**src/rtl/psg_write_ctrl.sv**
```systemverilog
`default_nettype none
// ============================================================================
// Module      : psg_write_ctrl
// Description : Buffers CPU byte writes for an SN76489 PSG in a small FIFO and
//               replays each byte to the chip with a registered nCE/nWE
//               handshake. The handshake waits for READY and gives up after a
//               bounded number of cycles. Overflow and timeout are sticky
//               error flags.
// Revision    : 1.0 - initial release
// ============================================================================
module psg_write_ctrl #(
    parameter int FIFO_DEPTH    = 4,
    parameter int READY_TIMEOUT = 64
) (
    input  logic       clock,
    input  logic       nRESET,
    input  logic       wr_valid,
    input  logic [7:0] wr_data,
    output logic       wr_ready,
    output logic [7:0] psg_d,
    output logic       psg_nCE,
    output logic       psg_nWE,
    input  logic       psg_ready,
    output logic       busy,
    output logic [4:0] level,
    output logic       overflow,
    output logic       timeout,
    input  logic       err_clr
);

    localparam int c_ADDR_W = (FIFO_DEPTH > 1) ? $clog2(FIFO_DEPTH) : 1;
    localparam int c_CNT_W  = (READY_TIMEOUT > 1) ? $clog2(READY_TIMEOUT) : 1;
    localparam logic [c_CNT_W-1:0] c_WAIT_LAST = c_CNT_W'(READY_TIMEOUT - 1);
    localparam logic [4:0]         c_FULL      = 5'(FIFO_DEPTH);

    typedef enum logic [2:0] {
        S_IDLE    = 3'd0,
        S_SETUP   = 3'd1,
        S_STROBE  = 3'd2,
        S_WAIT    = 3'd3,
        S_RELEASE = 3'd4
    } state_t;

    state_t               r_state;
    state_t               w_nextState;
    logic [7:0]           r_mem [FIFO_DEPTH];
    logic [c_ADDR_W-1:0]  r_wrPtr;
    logic [c_ADDR_W-1:0]  r_rdPtr;
    logic [4:0]           r_level;
    logic [c_CNT_W-1:0]   r_waitCnt;
    logic [7:0]           r_psgD;
    logic                 r_psgNce;
    logic                 r_psgNwe;
    logic                 r_overflow;
    logic                 r_timeout;
    logic                 w_full;
    logic                 w_push;
    logic                 w_pop;
    logic                 w_overflowSet;
    logic                 w_timeoutSet;

    // Acceptance is judged on the registered occupancy only, so a pop in the
    // same cycle never lets a full FIFO take another byte.
    assign w_full        = (r_level == c_FULL);
    assign w_push        = wr_valid && !w_full;
    assign w_overflowSet = wr_valid && w_full;
    assign w_pop         = (r_state == S_IDLE) && (r_level != 5'd0);

    assign wr_ready = !w_full;
    assign level    = r_level;
    assign busy     = (r_state != S_IDLE) || (r_level != 5'd0);
    assign psg_d    = r_psgD;
    assign psg_nCE  = r_psgNce;
    assign psg_nWE  = r_psgNwe;
    assign overflow = r_overflow;
    assign timeout  = r_timeout;

    // FIFO storage: written on accepted pushes only, no reset needed
    always_ff @(posedge clock) begin
        if (w_push) begin
            r_mem[r_wrPtr] <= wr_data;
        end
    end

    // FIFO pointers wrap naturally (power-of-two depth); level tracks push/pop
    always_ff @(posedge clock or negedge nRESET) begin
        if (!nRESET) begin
            r_wrPtr <= '0;
            r_rdPtr <= '0;
            r_level <= 5'd0;
        end else begin
            if (w_push) begin
                r_wrPtr <= r_wrPtr + 1'b1;
            end
            if (w_pop) begin
                r_rdPtr <= r_rdPtr + 1'b1;
            end
            case ({w_push, w_pop})
                2'b10:   r_level <= r_level + 5'd1;
                2'b01:   r_level <= r_level - 5'd1;
                default: r_level <= r_level;
            endcase
        end
    end

    // Next-state logic for the PSG write handshake
    always_comb begin
        w_nextState  = r_state;
        w_timeoutSet = 1'b0;
        case (r_state)
            S_IDLE: begin
                if (r_level != 5'd0) begin
                    w_nextState = S_SETUP;
                end
            end
            S_SETUP:  w_nextState = S_STROBE;
            S_STROBE: w_nextState = S_WAIT;
            S_WAIT: begin
                if (psg_ready) begin
                    w_nextState = S_RELEASE;
                end else if (r_waitCnt == c_WAIT_LAST) begin
                    w_nextState  = S_RELEASE;
                    w_timeoutSet = 1'b1;
                end
            end
            S_RELEASE: w_nextState = S_IDLE;
            default:   w_nextState = S_IDLE;
        endcase
    end

    // State register plus registered PSG pins decoded from the next state
    always_ff @(posedge clock or negedge nRESET) begin
        if (!nRESET) begin
            r_state  <= S_IDLE;
            r_psgNce <= 1'b1;
            r_psgNwe <= 1'b1;
            r_psgD   <= 8'h00;
        end else begin
            r_state  <= w_nextState;
            r_psgNce <= !((w_nextState == S_SETUP) || (w_nextState == S_STROBE) ||
                          (w_nextState == S_WAIT));
            r_psgNwe <= !((w_nextState == S_STROBE) || (w_nextState == S_WAIT));
            if (w_pop) begin
                r_psgD <= r_mem[r_rdPtr];
            end
        end
    end

    // READY wait counter: cleared on the way into WAIT, counts low-READY cycles
    always_ff @(posedge clock or negedge nRESET) begin
        if (!nRESET) begin
            r_waitCnt <= '0;
        end else if (r_state == S_STROBE) begin
            r_waitCnt <= '0;
        end else if ((r_state == S_WAIT) && !psg_ready && (r_waitCnt != c_WAIT_LAST)) begin
            r_waitCnt <= r_waitCnt + 1'b1;
        end
    end

    // Sticky error flags: a set in the same cycle as a clear wins
    always_ff @(posedge clock or negedge nRESET) begin
        if (!nRESET) begin
            r_overflow <= 1'b0;
            r_timeout  <= 1'b0;
        end else begin
            if (w_overflowSet) begin
                r_overflow <= 1'b1;
            end else if (err_clr) begin
                r_overflow <= 1'b0;
            end
            if (w_timeoutSet) begin
                r_timeout <= 1'b1;
            end else if (err_clr) begin
                r_timeout <= 1'b0;
            end
        end
    end

endmodule
`default_nettype wire

```
**config.mk**
```make
export PLATFORM = sky130hd
export DESIGN_NAME = psg_write_ctrl
export DESIGN_NICKNAME = d
export VERILOG_FILES = /design/src/rtl/psg_write_ctrl.sv
export SDC_FILE = /design/constraint.sdc
export NUM_CORES = 1
export LEC_CHECK = 0
export ABC_AREA = 1
export CAP_MARGIN = 20
export CORE_UTILIZATION = 45
export CTS_CLUSTER_DIAMETER = 30
export CTS_CLUSTER_SIZE = 20
export DETAILED_ROUTE_END_ITERATION = 10
export PLACE_DENSITY = 0.67
export SLEW_MARGIN = 15
export SYNTH_ARGS = -nofsm -noshare
export SYNTH_HDL_FRONTEND = slang
export SYNTH_SLANG_ARGS = --single-unit
```
**constraint.sdc**
```tcl
create_clock -name clock -period 2.6 [get_ports clock]
set_input_delay 0.26 -clock clock [delete_from_list [all_inputs] [get_ports clock]]
set_output_delay 0.26 -clock clock [all_outputs]
set_load 0.005 [all_outputs]
```
After elaboration in Yosys (flattened, before gate mapping)
Memory sizes are Yosys's and may differ from the RTL's. A register that Yosys moved wholly into a read port is not among the register bits. Index checks and enable logic that the tools add are counted.

Add/subtract/negate cells: 5. Equal/unequal tests: 11. Muxes and demuxes: 15. Reduce and logical (&&, ||, !) cells: 21.

Operator list (count): $eq 3x2->1 const B (4); $mux 6 (2); $pmux 3 s4 (1); $pmux 5 s2 (1); $mux 3 (3); $mux 1 (8); $reduce_bool 2->1 (4); $add 6x1->6 const B (1); $eq 3x1->1 const B (2); $eq 6x6->1 const B (1); $ne 6x6->1 const B (1); $add 5x1->5 const B (1); $eq 5x3->1 const B (1); $logic_and 1x1->1 (5); $logic_not 1->1 (5); $reduce_bool 5->1 (1); $sub 5x1->5 const B (1); $add 2x1->2 const B (2); $logic_or 1x1->1 (4); $logic_not 3->1 (1); $reduce_bool 3->1 (1); $eq 2x1->1 const B (1); $eq 2x2->1 const B (1).

Bits in registers: 22. RAM bits: 32. Input port bits: 13. Memories: 1.

Memory list: r_mem (words 4, bits a word 8, read ports 1, clocked after Yosys merged registers in 1, write ports 1, line 46) `logic [7:0] r_mem [FIFO_DEPTH];`.

Depth between registers and ports, before layout
Depth after elaboration: 8. Mapped depth: 14.

Worst setup path before layout
Ideal clock, no wire load.

Kind: register to register. From: reg r_state[1]. To: reg r_level[4], in the netlist level[4]. Setup time: 65 ps. Data arrival time: 1950 ps. Required time: 2535 ps. Setup slack: 585 ps. Stages on the path, launching flop included: 14. Buffers on the path: 0. Period minus slack after synthesis: 2015 ps. Path through: dfrtp_1 -> nor3_2 -> nand2_2 -> inv_2 -> ha_1 -> inv_1 -> fa_1 -> inv_1 -> nand3_1 -> nand2_1 -> nand2_1 -> nand2_1 -> nand2_1 -> nand2_1.

Cells in the longest elaborated chain, start to end: 4.

Ends and longest elaborated chain: start, declared (line 44) `state_t r_state;`; start signal, assigned (line 139) `r_state <= w_nextState;`; $logic_not 3->1 * (line 67) `assign w_pop = (r_state == S_IDLE) && (r_level != 5'd0);`; $logic_and 1x1->1 * (line 67); net w_pop (line 58) `logic w_pop;`; $eq 2x1->1 / $eq 2x2->1 (equally long branches) (line 98) `case ({w_push, w_pop})`; $pmux 5 s2 / $reduce_bool 2->1 (equally long branches); end signal, assigned (line 99) `2'b10: r_level <= r_level + 5'd1;`; end signal, assigned (line 100) `2'b01: r_level <= r_level - 5'd1;`; end signal, assigned (line 101) `default: r_level <= r_level;`; end, declared (line 49) `logic [4:0] r_level;`.

The timed path passes the listed nets; every way through them passes the cells marked *. A chain may end at the register's enable or synchronous reset.

Worst setup path after layout
Ends and elaborated chain as after synthesis.

==> flow_summary.toml <==
[status]
status = "completed"

[routing]
avgRoutedWirePerCell_um = 13.0
routed_via_density = 4.86
drtIter0Drc = 115
first_pass_iters = 5
route.detailed.drc = 0
totalWireLength_um = 5460
final_antenna_net_count = 0
vias = 2037

[setup_path]
cp_data_required_time_ps = 2880
cp-start-kind = "register"
arrival_ps = 2510
cp_max_fo = 10
crit_type = "reg2reg"
cp-end-kind = "register"

[sta]
tightest_slew_ps = 682
finalCritPeriodShare_pct = 85.7
rsz0062_at_grt = "false"
drv_slew = 0
tns_ps = 0
final-hold-violation-count = 0
setup_viol = 0
fmax_mhz = 449
slew_headroom_pct = 54.6
min_period_ps = 2230
whs_ps = 298
fin_ws_ps = 373
skew_ps = 8.63

[global_route]
first_global_vias = 1912
globalRouteTotalUtil_pct = 18.4
antenna_found_initial = 0
grt_max_degree = 31
grt_remaining_overflow = 0
grt_first_pass_wirelength_um = 8960

[floorplan]
die_height_um = 82.2
dieWidth_um = 82.2
rows = 28
coreArea_um2 = 6060
die_area_um2 = 6760
io_pins = 32
start_util_pct = 47.7

[synthesis]
syn-cell-area_um2 = 2890
synthCells = 297
ys_ff_latch = 62
syn_avg_cell_area_um2 = 9.74
synth-edff-count = 32
ys_top_cells_by_area = "edfxtp_1 (33%), dfrtp_1 (24%), nand2_1 (10%), nor2_1 (5.6%), ha_1 (3.9%)"
synth_top_area_share_pct = 33.2
ys_seq_area_share_pct = 59.2
synth.most_common_cell = "nand2_1"
yosysWarningCount = 0
ys.flop_type = "edfxtp_1"
synth-async-reset-ratio_pct = 48.4
synth_area_leader_cell = "edfxtp_1"
synth.distinct_cells = 32
syn_nets = 320
yosys-top-cells-count = "nand2_1 (80), nor2_1 (43), edfxtp_1 (32)"

[clock_tree]
postCtsSetupBuffers = 0
clk_pin_slew_ps = 80
clock_path_buffers = 2
clock_latency_ps = 340
cts.htree.levels = 3
tritoncts = "yes"
cts_root_buf = "clkbuf_8"
cts.repair.resized = 0
cts-buffers-inserted = 9
cts_sinks = 62
ctsHoldBuffers = 0

[min_path]
min_path_type = "in2async"

[final_layout]
multi_input_area_um2 = 1000
fillers = 549
fin_nets = 362
postLayoutCoreUtil_pct = 57.2
drive_above_1_share_pct = 12.8
fin_area_um2 = 3470
diodes = 0
syn2layout_area_growth_pct = 19.9
final_cells = 419
regArea_um2 = 1710

[power_and_ir_drop]
power_mw = 3.94
ir_drop_mv = 0.519
power.leakage_nw = 1.55
power_density_nw_per_um2 = 1140

[placed_design]
place_area_um2 = 3290
dp.cells = 403
place_congestion = 0.795
numPortBuffers = 31
hpwl_um = 3800
pre_cts_ws_ps = 402

[job]
cap_violations = 0
-- cell families after synthesis --
| family | share of synthesized area [%] |
|---|---|
| AND/OR/NAND/NOR | 23.8 |
| buffers and inverters | 6.23 |
| adder cells (fa/ha/maj) | 4.58 |
| AO/OA/AOI/OAI | 4.97 |
| flip-flops | 59.2 |
| XOR/XNOR | 1.21 |
-- power breakdown --
part	switching (mW)	total, mW	internal (mW)
registers	0.249	1.59	1.34
logic	0.879	1.57	0.686
clock network	0.428	0.787	0.359
total	1.56	3.94	2.39
-- flip-flops by register name (all words and copies together) (netlist names) --
name	count
psg_nWE	1
r_mem	32
psg_d	8
r_waitCnt	6
r_wrPtr	2
overflow	1
timeout	1
level	5
r_rdPtr	2
r_state	3
psg_nCE	1
-- worst max-delay path, stage by stage, from the launching register on --
cell and delay [ps]:
dfrtp_1 440, nor3_2 230, nand2_2 90, inv_2 140, ha_1 320, inv_1 90
fa_1 380, inv_1 110, nand3_1 80, nand2_1 70, nand2_1 40, nand2_1 60
nand2_1 40, nand2_1 50
-- path summary, 6_finish.rpt --
kind / from / end / slack (ps) / depth (start not counted)
worst min-delay path: nRESET / r_rdPtr[1] / 300 / 2
worst max register to register: r_state[1] / level[4] / 370 / 13
worst max-delay path: r_state[1] / level[4] / 370 / 13
max in group asynchronous: nRESET / psg_nCE / 1980 / 2
min in group clock: psg_d[4] / psg_d[4] / 490 / 2
worst min register to register: psg_d[4] / psg_d[4] / 490 / 2
-- per-layer routing --
metal / part of all wire [%] / GRT usage [%]
met5: 0 / 0
met4: 1.7 / 8.77
met3: 4.2 / 4.51
met2: 47 / 29.2
met1: 47 / 23.5
-- cell usage in the layout, fill, tap and decap left out, drive strengths merged, types with 3 or more instances in the layout --
| cell type | count |
|---|---|
| clkdlybuf4s50 | 31 |
| ha | 9 |
| xnor2 | 3 |
| edfxtp | 32 |
| clkinv | 4 |
| nand4 | 3 |
| buf | 6 |
| o21ai | 20 |
| nand2 | 84 |
| clkbuf | 9 |
| a21oi | 4 |
| inv | 35 |
| nor2 | 47 |
| nand3 | 18 |
| dfrtp | 28 |
-- layout make-up --
| type | instances | share of cell area (%) |
|---|---|---|
| Clock buffer | 9 | 3.57 |
| Multi-Input combinational cell | 196 | 28.8 |
| Clock inverter | 7 | 1.62 |
| Tap cell | 75 | 2.70 |
| Sequential cell | 62 | 49.4 |
| Timing Repair Buffer | 37 | 10.2 |
| Inverter | 33 | 3.64 |
No activity file was read; power rests on OpenSTA's default activity.
